$ cat src/rtl/multi_sync_filter.sv
// Multi-channel asynchronous-level synchroniser for the clk domain: per-channel
// N-flop chain, optional stability filter and registered edge pulses.
module multi_sync_filter #(
    parameter int unsigned      WIDTH     = 4,
    parameter int unsigned      STAGES    = 3,
    parameter int unsigned      FILTER    = 0,
    parameter logic [WIDTH-1:0] RESET_VAL = '0
) (
    input  logic             clk,
    input  logic             reset_n,
    input  logic [WIDTH-1:0] async_in,
    output logic [WIDTH-1:0] sync_out,
    output logic [WIDTH-1:0] rise_pulse,
    output logic [WIDTH-1:0] fall_pulse,
    output logic             any_change
);

    localparam int unsigned     CW      = (FILTER == 0) ? 1 : $clog2(FILTER + 1);
    localparam logic [CW-1:0]   CNT_MAX = CW'(FILTER);

    if (STAGES < 2) begin : g_stages_check
        $error("multi_sync_filter: STAGES must be >= 2");
    end

    logic [STAGES-1:0][WIDTH-1:0] chain;
    logic [WIDTH-1:0]             tap;
    logic [WIDTH-1:0][CW-1:0]     cnt;
    logic [WIDTH-1:0][CW-1:0]     cnt_nxt;
    logic [WIDTH-1:0]             upd;

    assign tap = chain[STAGES-1];

    // A channel updates only after its tap has disagreed with sync_out on
    // FILTER+1 consecutive edges; any agreement clears the count.
    always_comb begin
        upd     = '0;
        cnt_nxt = '0;
        for (int unsigned i = 0; i < WIDTH; i++) begin
            if (tap[i] != sync_out[i]) begin
                if (cnt[i] == CNT_MAX) begin
                    upd[i] = 1'b1;
                end else begin
                    cnt_nxt[i] = cnt[i] + CW'(1);
                end
            end
        end
    end

    always_ff @(posedge clk or negedge reset_n) begin
        if (!reset_n) begin
            chain      <= {STAGES{RESET_VAL}};
            sync_out   <= RESET_VAL;
            cnt        <= '0;
            rise_pulse <= '0;
            fall_pulse <= '0;
            any_change <= 1'b0;
        end else begin
            chain[0] <= async_in;
            for (int unsigned k = 1; k < STAGES; k++) begin
                chain[k] <= chain[k-1];
            end
            cnt        <= cnt_nxt;
            sync_out   <= (sync_out & ~upd) | (tap & upd);
            rise_pulse <= upd & tap;
            fall_pulse <= upd & ~tap;
            any_change <= |upd;
        end
    end

endmodule

$ cat config.mk
export PLATFORM = sky130hd
export DESIGN_NAME = multi_sync_filter
export DESIGN_NICKNAME = d
export VERILOG_FILES = /design/src/rtl/multi_sync_filter.sv
export SDC_FILE = /design/constraint.sdc
export NUM_CORES = 1
export LEC_CHECK = 0
export CORE_MARGIN = 2
export CORE_UTILIZATION = 35
export DETAILED_ROUTE_END_ITERATION = 8
export SLEW_MARGIN = 30
export SYNTH_ARGS = -nofsm -noshare
export SYNTH_HDL_FRONTEND = slang
export SYNTH_SLANG_ARGS = --single-unit
export TNS_END_PERCENT = 10
$ cat constraint.sdc
create_clock -name clk -period 0.91 [get_ports clk]
set_clock_uncertainty 0.1 [all_clocks]
set_input_delay 0.091 -clock clk [delete_from_list [all_inputs] [get_ports clk]]
set_output_delay 0.091 -clock clk [all_outputs]
set_load 0.02 [all_outputs]
==> results of run 1 <==
-- worst max-delay path, cell delays in order (launching register included) --
cell and delay (ns):
dfrtp_2 0.44, buf_4 0.15, ha_4 0.25, nand4_1 0.08
-- final cells by class --
type                       instances  area [um^2]  area share [%]
sequential                        25          631            54.1
multi-input combinational         17          256            22.0
timing repair buffer              24          188            16.1
tap                               28         35.0            3.00
inverter                           8         30.0            2.58
clock buffer                       4         26.3            2.25
-- metrics by stage --
step                      setup slack (ns)  instances  area [um^2]  setup TNS, ns
after floorplan                     -0.142         50          862         -0.691
after global placement              -0.219        102         1130          -3.36
after detailed placement            -0.245        102         1130          -3.46
after CTS                           -0.214        106         1130          -2.87
after global routing                -0.247        106         1170          -3.67
final                               -0.214        106         1170          -2.62
-- where the power goes --
part / internal, mW / leakage, nW / switching, mW
combinational: 0.187 / 0.253 / 0.219
clock: 0.171 / 0.0150 / 0.289
sequential: 1.21 / 0.296 / 0.0405
total: 1.56 / 0.563 / 0.549
-- kinds of logic (layout without fill, tap and decap cells) --
logic type / count (synthesis) / after routing / share of synthesized area (%)
fa+ha+maj: 12 / 12 / 17.9
flops: 25 / 25 / 74.7
buf+inv: 8 / 36 / 3.59
simple gates: 5 / 5 / 3.74
-- final timing paths --
path | from | to | cells after the start
max | sync_out[3]$_DFF_PN0_ | any_change$_DFF_PN0_ | 3
min | reset_n | chain[3]$_DFF_PN0_ | 2
max reg2reg | sync_out[3]$_DFF_PN0_ | any_change$_DFF_PN0_ | 3
min reg2reg | chain[2]$_DFF_PN0_ | chain[6]$_DFF_PN0_ | 0
max in group asynchronous | reset_n | sync_out[1]$_DFF_PN0_ | 2
min in group clk | async_in[0] | chain[0]$_DFF_PN0_ | 1
-- registers in the layout, summed over array words and instances (netlist names) --
signal      flops
any_change      1
chain           8
fall_pulse      4
rise_pulse      4
sync_out        4
tap             4
-- per-layer routing --
layer  share of wire [%]  vias up
met5                   0        -
met4                 1.6        0
met3                 9.0        2
met2                  48       18
met1                  41      210
li1                    -      206
-- timing repair --
| item | 4_1_cts | 5_1_grt |
|---|---|---|
| resized for setup | 59 | 5 |
| endpoints found under the hold margin | 0 | 5 |
| setup endpoints to repair | 26 | 25 |
| pin swaps | 4 | 1 |
-- layout by cell type, fill, tap and decap left out --
cell type / Yosys / routed
inv_2: 0 / 3
inv_1: 8 / 5
or2_1: 4 / 4
clkbuf_1: 0 / 1
buf_2: 0 / 13
ha_4: 0 / 5
buf_12: 0 / 1
clkdlybuf4s50_1: 0 / 5
ha_1: 12 / 2
nand4_1: 1 / 1
dfrtp_1: 25 / 21
clkbuf_4: 0 / 3
dfrtp_2: 0 / 4
ha_2: 0 / 5
buf_6: 0 / 4
buf_4: 0 / 1
==> out/summary.txt, run 1 <==
Final hold vios: 0
First-pass GRT wire length: 1810 um
Antenna diodes: 0
Count leader, synth: dfrtp_1
# nets final: 97
H-tree lvl count: 1
Unrepaired setup endpoints after global routing: yes
Cells after Synth: 50
Fill cells: 192
Final setup violation count: 20
Initial antenna violation count: 0
Worst hold-check path type: primary input to asynchronous set/reset pin
DRT antenna net count: 0
First DRT Iteration DRCs: 3
Synth Flop Type: dfrtp_1
Routed Wire Length: 1030 um
FP Rows: 17
Clock Path Buffers: 2
Async SR Flop Fraction: 100%
Power Dens Cells: 1810 nW/um^2
Met2 Usage GRT: 16.5%
Syn nets: 68
DR DRC count: 0
Number of CTS-inserted buffers: 3
Area of the die: 2800 um^2
Die width: 52.9 um
Post-synthesis sequential area ratio: 74.7%
Largest net degree at the start of global routing: 26
Io pins: 19
F_max: 890 MHz
Area growth syn-to-layout: 39.3%
WL/cell: 9.72 um
Initial Util: 37.5%
Pwr Total: 2.11 mW
Critical path endpoint category: flop
Die Y: 52.9 um
Min Hold Slack: 0.0250 ns
Gr usage total: 9.44%
Worst path required time: 1.01 ns
Clock transition at the registers of the reported paths: 0.12 ns
Share of the synthesized area in the top cell type: 74.7%
Yosys cell types: 5
Total setup buffers inserted after CTS: 0
Grt met1 use: 9.78%
Maximum vdd drop: 0.814 mV
Commonest cells post-synth: dfrtp_1 (25), ha_1 (12), inv_1 (8)
Worst-Margin Slew: 0.172 ns
Routed vias/inst: 4.11
Number of synthesized flops with an enable pin: 0
Setup crit start kind: flop
Global route overflow: 0
Yosys synthesis warning count: 0
Hold-fix buffers, CTS: 0
GPL Wtd Cong: 0.637
GRT met3 Usage: 2.54%
Slew Limit Headroom: 88.5%
Failing checks: negative setup slack
Mapped Area: 837 um^2
Fin util: 52.2%
Via count: 436
Vias in the first global route: 445
CTS tree: done
Num Clock Sinks: 25
DR pass1 iterations: 2
Area of the core: 2230 um^2
Final worst slack: -0.214 ns
Worst skew pair latency: 0.30 ns
CP max FO: 3
Tmin final: 1.12 ns
Root Driver: clkbuf_4
Synth top area cells: dfrtp_1 (75%), ha_1 (18%), inv_1 (3.6%), or2_1 (3.0%), nand4_1 (0.75%)
Pleak: 0.563 nW
Reg2reg setup slack: -0.21 ns
Yosys reg bits: 25
Post-Syn Area per Cell: 16.7 um^2
Max-slew violations: 0
Number of I/O port buffers: 18
Share of post-route cells with drive strength above 1: 50.0%
Tcrit/Tclk final: 123%
Top Usage Layer GRT: met2
Max-cap viol count: 0
Worst Setup Path Type: flop to flop
Status: finished with violations
Dominant cell type by area after synthesis: dfrtp_1
Arr. time, crit path: 1.22 ns
DPL Wire Length: 705 um
(Power assumes the default switching activity.)
==> inputs of run 2 (changes only) <==
TNS_END_PERCENT = 5   (was 10)
==> results of run 2 <==
The final DEF is identical to that of run 1; final timing and power are the same.
